$ cat src/rtl/p2s_pkg.sv
// Shared types and helpers for the parallel-to-serial transmitter.
//   p2s_state_t : FSM state encoding (IDLE, SHIFT, GAP)
//   cnt_width() : counter width for a counter covering n states, never below 1 bit
package p2s_pkg;

    typedef enum logic [1:0] {
        IDLE  = 2'd0,
        SHIFT = 2'd1,
        GAP   = 2'd2
    } p2s_state_t;

    // $clog2 of 1 is 0; a zero-width counter is not legal, so clamp to 1 bit.
    function automatic int unsigned cnt_width(input int unsigned n);
        return (n <= 1) ? 1 : $clog2(n);
    endfunction

endpackage : p2s_pkg

$ cat src/rtl/p2s_tx.sv
// Parallel-to-serial transmitter feeding the serial-to-parallel deserialiser.
// Accepts a W-bit word on a valid/ready handshake, sends it MSB-first on sout
// and pulses start together with the MSB. GAP idle cycles follow each word.
//   clk        : rising-edge clock
//   rst_n      : asynchronous active-low reset
//   din        : parallel word, sampled only on the transfer edge
//   din_valid  : din holds a valid word
//   din_ready  : combinational from state; block can accept din this cycle
//   start      : registered one-cycle pulse aligned with the MSB
//   sout       : registered serial data, MSB first
//   busy       : registered, high while shifting or while a gap is running
module p2s_tx #(
    parameter int unsigned W   = 4,
    parameter int unsigned GAP = 0
) (
    input  logic         clk,
    input  logic         rst_n,
    input  logic [W-1:0] din,
    input  logic         din_valid,
    output logic         din_ready,
    output logic         start,
    output logic         sout,
    output logic         busy
);

    import p2s_pkg::p2s_state_t;
    import p2s_pkg::IDLE;
    import p2s_pkg::SHIFT;
    import p2s_pkg::cnt_width;

    localparam int unsigned    BCW      = cnt_width(W);
    localparam int unsigned    GCW      = cnt_width(GAP + 1);
    localparam logic [BCW-1:0] BIT_LAST = BCW'(W - 1);
    localparam logic [GCW-1:0] GAP_LAST = GCW'((GAP > 0) ? (GAP - 1) : 0);
    localparam bit             HAS_GAP  = (GAP > 0);

    p2s_state_t     state;
    p2s_state_t     state_next;
    logic [W-1:0]   shreg;
    logic [BCW-1:0] bit_cnt;
    logic [GCW-1:0] gap_cnt;

    logic           xfer_c;
    logic           last_bit_c;
    logic           gap_done_c;

    // State register
    always_ff @(posedge clk or negedge rst_n) begin
        if (!rst_n) begin
            state <= IDLE;
        end else begin
            state <= state_next;
        end
    end

    // Next-state logic
    always_comb begin
        state_next = state;
        case (state)
            IDLE: begin
                if (xfer_c) begin
                    state_next = SHIFT;
                end
            end
            SHIFT: begin
                if (last_bit_c) begin
                    if (HAS_GAP) begin
                        state_next = p2s_pkg::GAP;
                    end else if (!xfer_c) begin
                        state_next = IDLE;
                    end
                end
            end
            p2s_pkg::GAP: begin
                if (gap_done_c) begin
                    state_next = IDLE;
                end
            end
            default: begin
                state_next = IDLE;
            end
        endcase
    end

    // Combinational outputs and decode: ready in IDLE, and on the last bit
    // when no gap follows so words can run back-to-back.
    always_comb begin
        last_bit_c = (state == SHIFT) && (bit_cnt == BIT_LAST);
        gap_done_c = (state == p2s_pkg::GAP) && (gap_cnt == GAP_LAST);
        din_ready  = (state == IDLE) || (last_bit_c && !HAS_GAP);
        xfer_c     = din_valid && din_ready;
    end

    // Datapath: shift register, counters and registered outputs.
    // shreg holds the word pre-shifted so shreg[W-2] is always the next bit.
    always_ff @(posedge clk or negedge rst_n) begin
        if (!rst_n) begin
            start   <= 1'b0;
            sout    <= 1'b0;
            busy    <= 1'b0;
            shreg   <= '0;
            bit_cnt <= '0;
            gap_cnt <= '0;
        end else begin
            start <= 1'b0;
            if (xfer_c) begin
                shreg   <= din;
                bit_cnt <= '0;
                start   <= 1'b1;
                sout    <= din[W-1];
                busy    <= 1'b1;
            end else begin
                case (state)
                    SHIFT: begin
                        if (last_bit_c) begin
                            sout <= 1'b0;
                            if (HAS_GAP) begin
                                gap_cnt <= '0;
                            end else begin
                                busy <= 1'b0;
                            end
                        end else begin
                            bit_cnt <= bit_cnt + BCW'(1);
                            shreg   <= shreg << 1;
                            sout    <= shreg[W-2];
                        end
                    end
                    p2s_pkg::GAP: begin
                        gap_cnt <= gap_cnt + GCW'(1);
                        if (gap_done_c) begin
                            busy <= 1'b0;
                        end
                    end
                    default: begin
                    end
                endcase
            end
        end
    end

endmodule : p2s_tx

$ cat config.mk
export PLATFORM = sky130hd
export DESIGN_NAME = p2s_tx
export DESIGN_NICKNAME = d
export VERILOG_FILES = /design/src/rtl/p2s_pkg.sv /design/src/rtl/p2s_tx.sv
export SDC_FILE = /design/constraint.sdc
export NUM_CORES = 1
export LEC_CHECK = 0
export ABC_AREA = 1
export BUFFER_PORTS_ARGS = -buffer_cell sky130_fd_sc_hd__buf_4
export CORE_AREA = 3 3 40 42
export DETAILED_ROUTE_END_ITERATION = 16
export DIE_AREA = 0 0 43 45
export PLACE_DENSITY = 0.52
export SLEW_MARGIN = 20
export SYNTH_ARGS = -nofsm -noshare
export SYNTH_HDL_FRONTEND = slang
export SYNTH_SLANG_ARGS = --single-unit
$ cat constraint.sdc
create_clock -name clk -period 2.3 [get_ports clk]
set_input_delay 0.345 -clock clk [delete_from_list [all_inputs] [get_ports clk]]
set_output_delay 0.345 -clock clk [all_outputs]
set_load 0.01 [all_outputs]
==> impl_metrics.py <==
metrics = {
    "grt": {
        "gr-usage-all-layers_pct": 9.50,
        "grt_pass1_vias": 285,
        "grt_antenna_before_repair": 0,
        "grt_max_degree": 10,
        "gr-total-overflow": 0,
        "grt_pass1_wl_um": 1240,
    },
    "die": {
        "io-pin-count": 11,
        "die_h_um": 45,
        "core-area_um2": 1280,
        "start_util_pct": 30.1,
        "die_w_um": 43,
        "die_area_um2": 1940,
        "rows": 13,
    },
    "sta": {
        "drv_slew": 0,
        "fin_tns_setup_ps": 0,
        "min_period_ps": 1550,
        "setup_viol": 0,
        "rsz0062_at_grt": "no",
        "min_period_over_period_pct": 67.2,
        "tightest_slew_ps": 242,
        "clock_skew_ps": 4.29,
        "fin_hold_ws_ps": 285,
        "slew_headroom_pct": 83.9,
        "hold_violations": 0,
        "max_freq_mhz": 647,
    },
    "run_status": {
        "status": "complete, no violations",
    },
    "pwr": {
        "p_total_uw": 634,
        "leakage_nw": 0.269,
        "p_per_area_nw_per_um2": 1230,
        "ir_drop_uv": 528,
    },
    "clock_network": {
        "cts.clk_slew.worst_paths_ps": 60,
        "cts_root_buf": "clkbuf_4",
        "cts_buffer_depth": 2,
        "clock_latency_ps": 260,
        "cts_tree": "done",
        "post_cts_resized": 0,
        "numClockSinks": 9,
        "cts_buffers": 3,
        "h-tree-depth": 1,
    },
    "routing": {
        "met1Wirelength_um": 336,
        "drt_iter0_drc": 2,
        "routed-wl-met3_um": 77,
        "firstDrtPassIters": 4,
        "vias": 315,
        "route.met2.wl_um": 301,
        "vias_per_cell": 4.32,
        "drc": 0,
        "drt-total-wl_um": 735,
        "top_layer_used": "met4",
        "drt-wirelength-per-cell_um": 10.1,
        "ant_nets": 0,
    },
    "synth": {
        "synth_fa_ha_area_share_pct": 3.24,
        "synth-seq-cells": 9,
        "yosys.area_share.simple_pct": 28.5,
        "synthesis.area_um2": 387,
        "synth_cells": 43,
        "synth_cell_types": 13,
        "ys_warn_count": 0,
        "seq_area_frac_synth_pct": 58.3,
        "synth_area_per_cell_um2": 8.99,
        "muxShareOfSynthArea_pct": 0,
        "synth_nets": 51,
        "synth_top_family_by_area": "simple AND/OR/NAND/NOR gates",
        "synthXorXnorAreaFrac_pct": 0,
        "synth_compound_area_share_pct": 5.18,
    },
    "worst_setup_path": {
        "path_max_fanout": 3,
        "regToRegStartpoint": "bit_cnt[0]",
        "timing.rr.end": "shreg[1]",
        "arrival_ps": 1200,
        "criticalPathCategory": "reg -> out",
        "reg2reg_depth": 5,
        "path_cells": "ha_1, inv_2, nand2_2, buf_4",
        "end_kind": "output port",
        "reg2reg_slack_ps": 1110,
        "cp_slowest_cell": "dfrtp_1",
        "slowest_delay_ps": 390,
        "cp-start-kind": "flop",
        "worst_ep_required_time_ps": 1960,
    },
    "min_path": {
        "holdCritStartpoint": "din[0]",
        "hold_path_end": "shreg[0]",
        "holdPathStages": 3,
        "hold_class": "in -> reg",
    },
    "cells_and_area": {
        "antenna_cells": 0,
        "drive_above_1_share_pct": 34.5,
        "final_nets": 67,
        "fillers": 125,
        "areaGrowthSynthToFinish_pct": 33.7,
        "stdcell_area_um2": 517,
        "finalCoreUtilization_pct": 40.2,
    },
    "flow_run": {
        "drv_cap": 0,
    },
    "placement": {
        "dp_hpwl_um": 550,
        "place_area_um2": 480,
        "port_buffers": 10,
        "routabilityCongestion": 0.687,
    },
}
[cell usage in the layout (no fill, tap or decap)]
master / n
dlygate4sd3_1: 1
nand2_1: 15
nand3_1: 4
dfrtp_1: 9
buf_4: 10
inv_2: 3
o21ai_1: 1
nor2_4: 1
o21ai_0: 2
nor2_2: 2
clkbuf_1: 1
clkbuf_4: 3
nor2_1: 1
nand2_2: 1
a21oi_1: 1
inv_1: 2
ha_1: 1
[area by class of cell]
type	instances	area [um^2]	area share (%)
flip-flops and latches	9	225	43.6
multi-input cells	29	143	27.6
repair buffers	11	85.1	16.5
clock buffers	4	26.3	5.08
inverters	5	18.8	3.63
well taps	15	18.8	3.63
[registers in the layout, summed over array words and instances, names as in the netlist]
| signal | cells |
|---|---|
| bit_cnt | 2 |
| busy | 1 |
| shreg | 3 |
| sout | 1 |
| start | 1 |
| state | 1 |
[stage by stage]
stage	instances	worst slack [ps]
after floorplan	43	1200
after global placement	68	1060
after detailed placement	68	1030
after global routing	73	673
final	73	755
after CTS	73	749
[power by group]
part / internal (mW) / switching, mW / total [mW]
Sequential: 0.223 / 0.0348 / 0.258
Clock: 0.0666 / 0.0517 / 0.118
Combinational: 0.113 / 0.145 / 0.258
[per-layer routing]
| metal | vias to the layer above | global-route usage, % |
|---|---|---|
| met5 | - | 0 |
| met4 | 0 | 7.23 |
| met3 | 5 | 6.37 |
| met2 | 12 | 12.0 |
| met1 | 134 | 11.2 |
| li1 | 164 | - |
[worst max-delay path: cells and delay by family (launching register included)]
| kind | cells | cell delay (ps) |
|---|---|---|
| adder cells (fa/ha/maj) | 1 | 260 |
| buffers and inverters | 2 | 220 |
| flip-flops | 1 | 390 |
| AND/OR/NAND/NOR | 1 | 60 |
[synth_stat cells]
master / instances / area (um^2)
dfrtp_1: 9 / 225
inv_2: 3 / 11.3
inv_1: 2 / 7.51
o21ai_0: 2 / 10.0
nor2_4: 1 / 11.3
nand2_2: 1 / 6.26
nand2_1: 15 / 56.3
nor2_2: 2 / 12.5
a21oi_1: 1 / 5.00
nand3_1: 4 / 20.0
o21ai_1: 1 / 5.00
ha_1: 1 / 12.5
nor2_1: 1 / 3.75
[cells by family after synthesis]
kind of cell	count (synthesis)
DFF	9
adders and majority gates	1
buffers and inverters	5
and+or+nand+nor	24
AOI/OAI and AO/OA	4
[how the worst max path moves through the flow]
stage	slack (ps)	depth (start not counted)	endpoint	from
2_1_floorplan	1200	3	din_ready	bit_cnt[0]
3_3_place_gp	1060	4	din_ready	bit_cnt[0]
3_5_place_dp	1030	4	din_ready	bit_cnt[0]
4_1_cts	750	4	din_ready	bit_cnt[0]
5_1_grt	670	4	din_ready	bit_cnt[0]
6_report	750	4	din_ready	bit_cnt[0]
[what timing repair did]
item                                   in CTS  in global routing
endpoints found under the hold margin       9                  0
hold buffers                                1                  0
buffers inserted                            0                  0
No activity file was read; power rests on OpenSTA's default activity.
